`src/rtl/viterbi_pkg.sv`:
```
// Shared Viterbi survivor-memory definitions: controller states, bank indices
// and the traceback routing table selected by the delayed write bank.
package viterbi_pkg;

  typedef enum logic [1:0] {
    ST_IDLE = 2'd0,
    ST_FILL = 2'd1,
    ST_RUN  = 2'd2
  } state_t;

  localparam logic [1:0] BANK_A = 2'd0;
  localparam logic [1:0] BANK_B = 2'd1;
  localparam logic [1:0] BANK_C = 2'd2;
  localparam logic [1:0] BANK_D = 2'd3;

  typedef struct packed {
    logic [1:0] tbu0_src0;
    logic [1:0] tbu0_src1;
    logic [1:0] tbu1_src0;
    logic [1:0] tbu1_src1;
    logic       tbu0_sel;
    logic       tbu1_sel;
  } route_t;

  // One row per delayed write bank: which banks each traceback unit reads.
  localparam route_t ROUTE_Q2_A = '{tbu0_src0: BANK_D, tbu0_src1: BANK_C,
                                    tbu1_src0: BANK_C, tbu1_src1: BANK_B,
                                    tbu0_sel: 1'b0, tbu1_sel: 1'b1};
  localparam route_t ROUTE_Q2_B = '{tbu0_src0: BANK_D, tbu0_src1: BANK_C,
                                    tbu1_src0: BANK_A, tbu1_src1: BANK_D,
                                    tbu0_sel: 1'b1, tbu1_sel: 1'b0};
  localparam route_t ROUTE_Q2_C = '{tbu0_src0: BANK_B, tbu0_src1: BANK_A,
                                    tbu1_src0: BANK_A, tbu1_src1: BANK_D,
                                    tbu0_sel: 1'b0, tbu1_sel: 1'b1};
  localparam route_t ROUTE_Q2_D = '{tbu0_src0: BANK_B, tbu0_src1: BANK_A,
                                    tbu1_src0: BANK_C, tbu1_src1: BANK_B,
                                    tbu0_sel: 1'b1, tbu1_sel: 1'b0};

  localparam route_t [3:0] ROUTE_TABLE = {ROUTE_Q2_D, ROUTE_Q2_C, ROUTE_Q2_B, ROUTE_Q2_A};

endpackage

```
`src/rtl/bank_rotator.sv`:
```
// Write counter and bank rotation for the four-bank survivor memory; wrap is
// asserted combinationally on the accepted write of the last word of a bank.
module bank_rotator
  import viterbi_pkg::*;
#(
  parameter int DEPTH = 1024,
  parameter int AW    = 10
) (
  input  logic          clk,
  input  logic          rst,
  input  logic          clear,
  input  logic          advance,
  output logic [AW-1:0] wr_cnt,
  output logic [1:0]    wr_bank,
  output logic          wrap
);

  localparam logic [AW-1:0] LAST = AW'(DEPTH - 1);

  logic [AW-1:0] wr_cnt_reg, wr_cnt_next;
  logic [1:0]    wr_bank_reg, wr_bank_next;

  // clear has priority so a restart coinciding with the last word never rotates
  assign wrap = advance && !clear && (wr_cnt_reg == LAST);

  always_comb begin
    wr_cnt_next  = wr_cnt_reg;
    wr_bank_next = wr_bank_reg;
    if (clear) begin
      wr_cnt_next  = '0;
      wr_bank_next = BANK_A;
    end else if (advance) begin
      wr_cnt_next = wr_cnt_reg + 1'b1;
      if (wrap) begin
        wr_bank_next = wr_bank_reg + 2'd1;
      end
    end
  end

  always_ff @(posedge clk or negedge rst) begin
    if (!rst) begin
      wr_cnt_reg  <= '0;
      wr_bank_reg <= BANK_A;
    end else begin
      wr_cnt_reg  <= wr_cnt_next;
      wr_bank_reg <= wr_bank_next;
    end
  end

  assign wr_cnt  = wr_cnt_reg;
  assign wr_bank = wr_bank_reg;

endmodule

```
`src/rtl/trellis_mem_ctrl.sv`:
```
// Survivor-memory controller: writes ACS selection words into a rotating set
// of four banks and steers the other banks to two traceback units.
module trellis_mem_ctrl
  import viterbi_pkg::*;
#(
  parameter int DEPTH = 1024,
  parameter int AW    = 10,
  parameter int DW    = 8
) (
  input  logic          clk,
  input  logic          rst,
  input  logic          enable,
  input  logic          in_valid,
  input  logic [DW-1:0] sel_in,
  output logic [3:0]    mem_wr,
  output logic [4*AW-1:0] mem_addr,
  output logic [DW-1:0] mem_wdata,
  output logic [1:0]    wr_bank,
  output logic          block_done,
  output logic          tbu0_en,
  output logic          tbu1_en,
  output logic          tbu0_sel,
  output logic          tbu1_sel,
  output logic [1:0]    tbu0_src0,
  output logic [1:0]    tbu0_src1,
  output logic [1:0]    tbu1_src0,
  output logic [1:0]    tbu1_src1
);

  localparam logic [AW-1:0] LAST = AW'(DEPTH - 1);

  state_t state_reg, state_next;

  logic            accept;
  logic            wrap;
  logic [AW-1:0]   wr_cnt;
  logic [AW-1:0]   rd_cnt;
  logic [3:0]      wr_onehot;
  logic [4*AW-1:0] addr_next;

  logic [3:0]      mem_wr_reg;
  logic [4*AW-1:0] mem_addr_reg;
  logic [DW-1:0]   mem_wdata_reg;
  logic            block_done_reg;
  logic [1:0]      bank_q1_reg, bank_q2_reg;
  logic            tbu0_en_reg, tbu1_en_reg;
  route_t          route_reg;

  // Words arriving while IDLE are dropped; the first accepted word follows the FILL entry.
  assign accept = in_valid && enable && (state_reg != ST_IDLE);

  bank_rotator #(
    .DEPTH(DEPTH),
    .AW   (AW)
  ) u_rotator (
    .clk    (clk),
    .rst    (rst),
    .clear  (!enable),
    .advance(accept),
    .wr_cnt (wr_cnt),
    .wr_bank(wr_bank),
    .wrap   (wrap)
  );

  assign rd_cnt = LAST - wr_cnt;

  // Address by position relative to the write bank: write, read, idle, read.
  for (genvar gi = 0; gi < 4; gi++) begin : g_bank
    logic [1:0] rel;
    assign rel = 2'(gi) - wr_bank;
    assign addr_next[gi*AW +: AW] = (rel == 2'd0) ? wr_cnt :
                                    (rel == 2'd2) ? '0 : rd_cnt;
    assign wr_onehot[gi] = (wr_bank == 2'(gi));
  end

  always_comb begin
    state_next = state_reg;
    case (state_reg)
      ST_IDLE: if (enable) state_next = ST_FILL;
      ST_FILL: if (bank_q2_reg == BANK_C) state_next = ST_RUN;
      ST_RUN:  state_next = ST_RUN;
      default: state_next = ST_IDLE;
    endcase
    if (!enable) begin
      state_next = ST_IDLE;
    end
  end

  always_ff @(posedge clk or negedge rst) begin
    if (!rst) begin
      state_reg <= ST_IDLE;
    end else begin
      state_reg <= state_next;
    end
  end

  always_ff @(posedge clk or negedge rst) begin
    if (!rst) begin
      mem_wr_reg     <= '0;
      mem_addr_reg   <= '0;
      mem_wdata_reg  <= '0;
      block_done_reg <= 1'b0;
      bank_q1_reg    <= BANK_A;
      bank_q2_reg    <= BANK_A;
      tbu0_en_reg    <= 1'b0;
      tbu1_en_reg    <= 1'b0;
      route_reg      <= ROUTE_TABLE[BANK_A];
    end else begin
      route_reg <= ROUTE_TABLE[bank_q2_reg];
      if (!enable) begin
        mem_wr_reg     <= '0;
        block_done_reg <= 1'b0;
        bank_q1_reg    <= BANK_A;
        bank_q2_reg    <= BANK_A;
        tbu0_en_reg    <= 1'b0;
        tbu1_en_reg    <= 1'b0;
      end else begin
        bank_q1_reg    <= wr_bank;
        bank_q2_reg    <= bank_q1_reg;
        block_done_reg <= wrap;
        if (accept) begin
          mem_wr_reg    <= wr_onehot;
          mem_addr_reg  <= addr_next;
          mem_wdata_reg <= sel_in;
        end else begin
          mem_wr_reg <= '0;
        end
        // Traceback units come online once their banks hold a full block, then stay on.
        if (state_reg == ST_IDLE) begin
          tbu0_en_reg <= 1'b0;
          tbu1_en_reg <= 1'b0;
        end else begin
          if (bank_q2_reg == BANK_C) tbu0_en_reg <= 1'b1;
          if (bank_q2_reg == BANK_D) tbu1_en_reg <= 1'b1;
        end
      end
    end
  end

  assign mem_wr     = mem_wr_reg;
  assign mem_addr   = mem_addr_reg;
  assign mem_wdata  = mem_wdata_reg;
  assign block_done = block_done_reg;
  assign tbu0_en    = tbu0_en_reg;
  assign tbu1_en    = tbu1_en_reg;
  assign tbu0_src0  = route_reg.tbu0_src0;
  assign tbu0_src1  = route_reg.tbu0_src1;
  assign tbu1_src0  = route_reg.tbu1_src0;
  assign tbu1_src1  = route_reg.tbu1_src1;
  assign tbu0_sel   = route_reg.tbu0_sel;
  assign tbu1_sel   = route_reg.tbu1_sel;

endmodule

```
`config.mk`:
```
export PLATFORM = sky130hd
export DESIGN_NAME = trellis_mem_ctrl
export DESIGN_NICKNAME = d
export VERILOG_FILES = /design/src/rtl/viterbi_pkg.sv /design/src/rtl/bank_rotator.sv /design/src/rtl/trellis_mem_ctrl.sv
export SDC_FILE = /design/constraint.sdc
export NUM_CORES = 1
export LEC_CHECK = 0
export CAP_MARGIN = 20
export CORE_UTILIZATION = 56
export CTS_BUF_LIST = sky130_fd_sc_hd__clkbuf_2
export DETAILED_ROUTE_END_ITERATION = 8
export GPL_TIMING_DRIVEN = 0
export PLACE_DENSITY_LB_ADDON = 0.25
export SLEW_MARGIN = 20
export SYNTH_ARGS = -nofsm -noshare
export SYNTH_HDL_FRONTEND = slang
export SYNTH_SLANG_ARGS = --single-unit
```
`constraint.sdc`:
```
create_clock -name clk -period 4.3 [get_ports clk]
set_input_delay 0.645 -clock clk [delete_from_list [all_inputs] [get_ports clk]]
set_output_delay 0.645 -clock clk [all_outputs]
set_load 0.02 [all_outputs]
```
Word-level counts from Yosys, hierarchy flattened
Cells that the tools add are included.
Widths: inputs -> output; s select.
{"block": "op_classes", "n_addsub": 7, "n_lt_le_gt_ge": 1, "eq_ne": 17, "n_mux": 29, "reduce_logical": 13}
{"operator": "$mux 10", "n": 11}
{"operator": "$bmux 10 s2", "n": 1}
{"operator": "$eq 2x2->1 const B", "n": 9}
{"operator": "$mux 2", "n": 7}
{"operator": "$logic_not 2->1", "n": 6}
{"operator": "$add 10x1->10 const B", "n": 1}
{"operator": "$eq 10x10->1 const B", "n": 1}
{"operator": "$sub 10x10->10 const A", "n": 1}
{"operator": "$mux 4", "n": 2}
{"operator": "$mux 1", "n": 7}
{"operator": "$ne 3x1->1 const B", "n": 2}
{"operator": "$pmux 2 s3", "n": 1}
{"operator": "$eq 2x1->1 const B", "n": 2}
{"operator": "$logic_and 1x1->1", "n": 4}
{"operator": "$ne 2x1->1 const B", "n": 2}
{"operator": "$reduce_and 2->1", "n": 2}
{"operator": "$sub 1x2->2 const A", "n": 2}
{"operator": "$sub 2x2->2 const A", "n": 2}
{"operator": "$lt 2x3->1 const B", "n": 1}
{"operator": "$ne 3x3->1 const B", "n": 1}
{"operator": "$add 2x1->2 const B", "n": 1}
{"operator": "$reduce_bool 2->1", "n": 1}
{"block": "totals", "register_bits": 83, "inputBits": 12, "output_inout_bits": 67}

Longest topological paths before layout
{"block": "depth", "depth_word": 7, "ltp_mapped": 7, "ltp_nobuf": 5}

By module
Synthesis repeated with hierarchy kept, for this count alone.
{"block": "hier_totals", "cells_unflattened": 336, "area_unflattened_um2": 3447.1}
{"mod": "trellis_mem_ctrl", "instances": 1, "cells_per_inst": 276, "area_each_um2": 2845.2, "seq_area_each_um2": 1655.3}
{"mod": "bank_rotator", "instances": 1, "cells_per_inst": 60, "area_each_um2": 601.8, "seq_area_each_um2": 300.3}

Worst setup path after synthesis
No wires, ideal clock.
{"block": "synth_timing", "path_kind": "in2reg", "start": "in in_valid", "end": "reg u_rotator.wr_cnt_reg[5] (netlist: u_rotator.wr_cnt[5])", "arrival_time_ns": 1.501, "path_slack_ns": 2.721, "cell_stages": 5, "path_buffers": 2, "path_cell_list": "buf_6 > nand2b_4 > buf_6 > or4_1 > a21oi_1"}
{"block": "synth_via", "elab_chain_len": 3}
{"item": "from (decl)", "line_no": "trellis_mem_ctrl.sv:13", "text": "input logic in_valid,"}
{"item": "$logic_and 1x1->1 (2 in a row)", "line_no": "trellis_mem_ctrl.sv:50", "text": "assign accept = in_valid && enable && (state_reg != ST_IDLE);"}
{"item": "$ne 2x1->1 (no source line)"}
{"item": "to (signal assigned)", "line_no": "bank_rotator.sv:45", "text": "wr_cnt_reg <= wr_cnt_next;"}
{"item": "to (decl)", "line_no": "bank_rotator.sv:20", "text": "logic [AW-1:0] wr_cnt_reg, wr_cnt_next;"}
Every way passes these cells.
A chain may end at the register's enable or synchronous reset.

==> impl_metrics.yaml <==
setup_path:
  r2r-end: "mem_addr[27]"
  r2r-start: "state_reg[0]"
  crit_type: "reg2out"
  startpoint: "tbu0_src0[1]"
  rr_worst_depth: 7
  crit_required_ns: 3.65
  crit_fanout: 2
  r2r_setup_slack_ns: 2.40
  worstPathArrival_ns: 1.78
  critPathSlowestCell: "dfstp_2"
  cp-end-kind: "output port"
  worstPathCellList: "buf_4 > clkdlybuf4s50_1"
  start_kind: "flop"
  endpoint: "tbu0_src1[1]"
  cpPeakStageDelay_ns: 0.58
floorplan:
  core-area_um2: 5990
  initial_core_util_pct: 58.5
  row_count: 28
  die_h_um: 81.1
  die_width_um: 81.1
  io_pins: 79
  die-area_um2: 6580
yosys:
  synthTopCellsByArea: "dfrtp_1, nand2_1, a21oi_1"
  ys_warn_count: 0
  avgSynthCellArea_um2: 9.63
  ys_ff_latch: 78
  ys_seq_area_share_pct: 55.8
  yosysTopAreaCellShare_pct: 53.5
  synth_cell_types: 39
  synth_largest_area_cell: "dfrtp_1"
  syn_area_um2: 3510
  syn_inst: 364
placed_design:
  placedInstanceArea_um2: 4360
  dp_cells: 515
  gp_congestion: 0.844
  portBuffers: 73
  place_hpwl_mm: 5.61
routing:
  routedWlPerCell_um: 14.9
  ant_nets: 0
  vias: 2943
  dr.pass1.iters: 4
  drt_wl_total_mm: 7.92
  drcViolationCount: 0
  drtIter0Drc: 256
  vias_per_cell: 5.54
grt:
  grt_pass1_vias: 2821
  grt_max_degree: 46
  grt_pass1_wl_mm: 13.1
  grt_usage_pct: 26.9
  grt_antenna_before_repair: 0
  overflow: 0
layout:
  drive_gt1_share_pct: 9.43
  largest_register_ffs: 40
  syn2layout_area_growth_pct: 29.7
  stdcell_count: 531
  final_nets: 476
  design_area_um2: 4550
  n_antenna_cell: 0
  fillers: 434
sta:
  fmax_mhz: 412
  slew_headroom_pct: 65.1
  setup_violations: 0
  hold_viol_final: 0
  fin_hold_ws_ns: 0.0258
  fin_crit_sh_pct: 56.4
  slew_viol_final: 0
  skew_ns: 0.0304
  tightest_slew_ns: 0.524
  rsz0062_at_grt: "no"
  period_minus_slack_ns: 2.43
cts:
  htreeDepth: 3
  postCtsResizedCells: 0
  cts_setup_buffers: 0
  cts_tree: "done"
  cts_made_buffers: 9
  clk_root_buffer_cell: "clkbuf_2"
  clk_pin_slew_worst_paths_ns: 0.22
  insertion_delay_ns: 0.53
  clk_path_buf_depth: 2
  ctsHoldBuffers: 0
  cts_sinks: 78
power:
  p_leak_nw: 2.12
  power_density_nw_per_um2: 516
  p_total_mw: 2.35
  vdd_ir_drop_max_v: 0.000347
worst_hold_path:
  hold_class: "in2async"
status:
  status: "completed"
job:
  maxCapViolCount: 0
synthesized netlist by cell type (all sizes together):
cell type and number:
a21oi 42, and2 6, and3 2, and3b 1, and4 1, and4b 1
buf 12, clkbuf 24, conb 2, dfrtp 75, dfstp 3, ha 13
inv 9, mux2 2, mux2i 6, nand2 72, nand2b 3, nand3 3
nand3b 2, nand4 4, nor2 10, nor2b 1, nor3 20, nor4 1
o21ai 41, o311ai 1, o31ai 1, o41ai 1, or2 1, or3 1
or4 1, xor2 2
worst min path at each step:
stage | startpoint | end
after floorplan | rst | bank_q1_reg[0]
after global placement | bank_q2_reg[0] | tbu0_sel
after detailed placement | bank_q2_reg[0] | tbu0_sel
after CTS | rst | bank_q2_reg[1]
after global routing | rst | tbu1_en
final | rst | bank_q2_reg[1]
cell families after synthesis:
logic type | after synthesis | synth area share (%)
and+or+nand+nor | 130 | 17.4
AOI/OAI and AO/OA | 86 | 12.6
other | 2 | 0.214
muxes | 8 | 2.35
xor gates and xnor gates | 2 | 0.500
DFF | 78 | 55.8
buffers and inverters | 45 | 6.56
adders and majority gates | 13 | 4.64
worst max-delay path: cells and delay by family, from the launching register on:
family                 cells  cell delay, ns
buffers and inverters      2            0.67
DFF                        1            0.58
cell usage in the layout, fill, tap and decap left out, types with 2 or more instances in the layout:
master,n
mux2_2,2
buf_4,7
clkdlybuf4s50_1,72
nand2_1,72
clkbuf_2,12
ha_1,13
clkbuf_1,21
buf_6,3
nand3_1,3
nand2b_1,2
nand4_1,3
dfrtp_1,75
and3_1,2
inv_1,9
a21oi_1,42
nor2_1,10
buf_2,3
and2_1,6
o21ai_0,41
bufinv_16,4
xor2_1,2
dfstp_2,3
mux2i_1,6
nor3_1,20
conb_1,4
final cells by class:
cell class              count  area (um2)  area share, %
multi-input cells         243        1330           29.2
well taps                  75        93.8           2.06
flip-flops and latches     78        1960           43.0
clock inverters             6         134           2.94
repair buffers             74         756           16.6
plain buffers              36         196           4.32
inverters                   9        33.8          0.743
clock buffers              10        50.0           1.10
stage by stage:
stage	util [%]	setup TNS [ns]	setup WS, ns
2_1_floorplan	-	0	2.72
3_3_place_gp	72.4	-1.17	-0.0203
3_5_place_dp	72.8	0	2.00
4_1_cts	75.9	0	1.85
5_1_grt	75.9	0	1.80
6_report	75.9	0	1.87
metal layers:
layer  wire length (um)  track usage [%]  vias to the layer above
met5                  0                0                        -
met4                168             13.4                        0
met3                475             5.84                       16
met2               3930             44.1                      112
met1               3350             33.7                     1429
li1                   -                -                     1386
power breakdown:
group	internal (mW)	leakage, nW	switching (mW)
combinational	0.370	0.994	0.434
sequential	0.888	1.02	0.0884
clock	0.311	0.106	0.255
No activity file was read; power rests on OpenSTA's default activity.
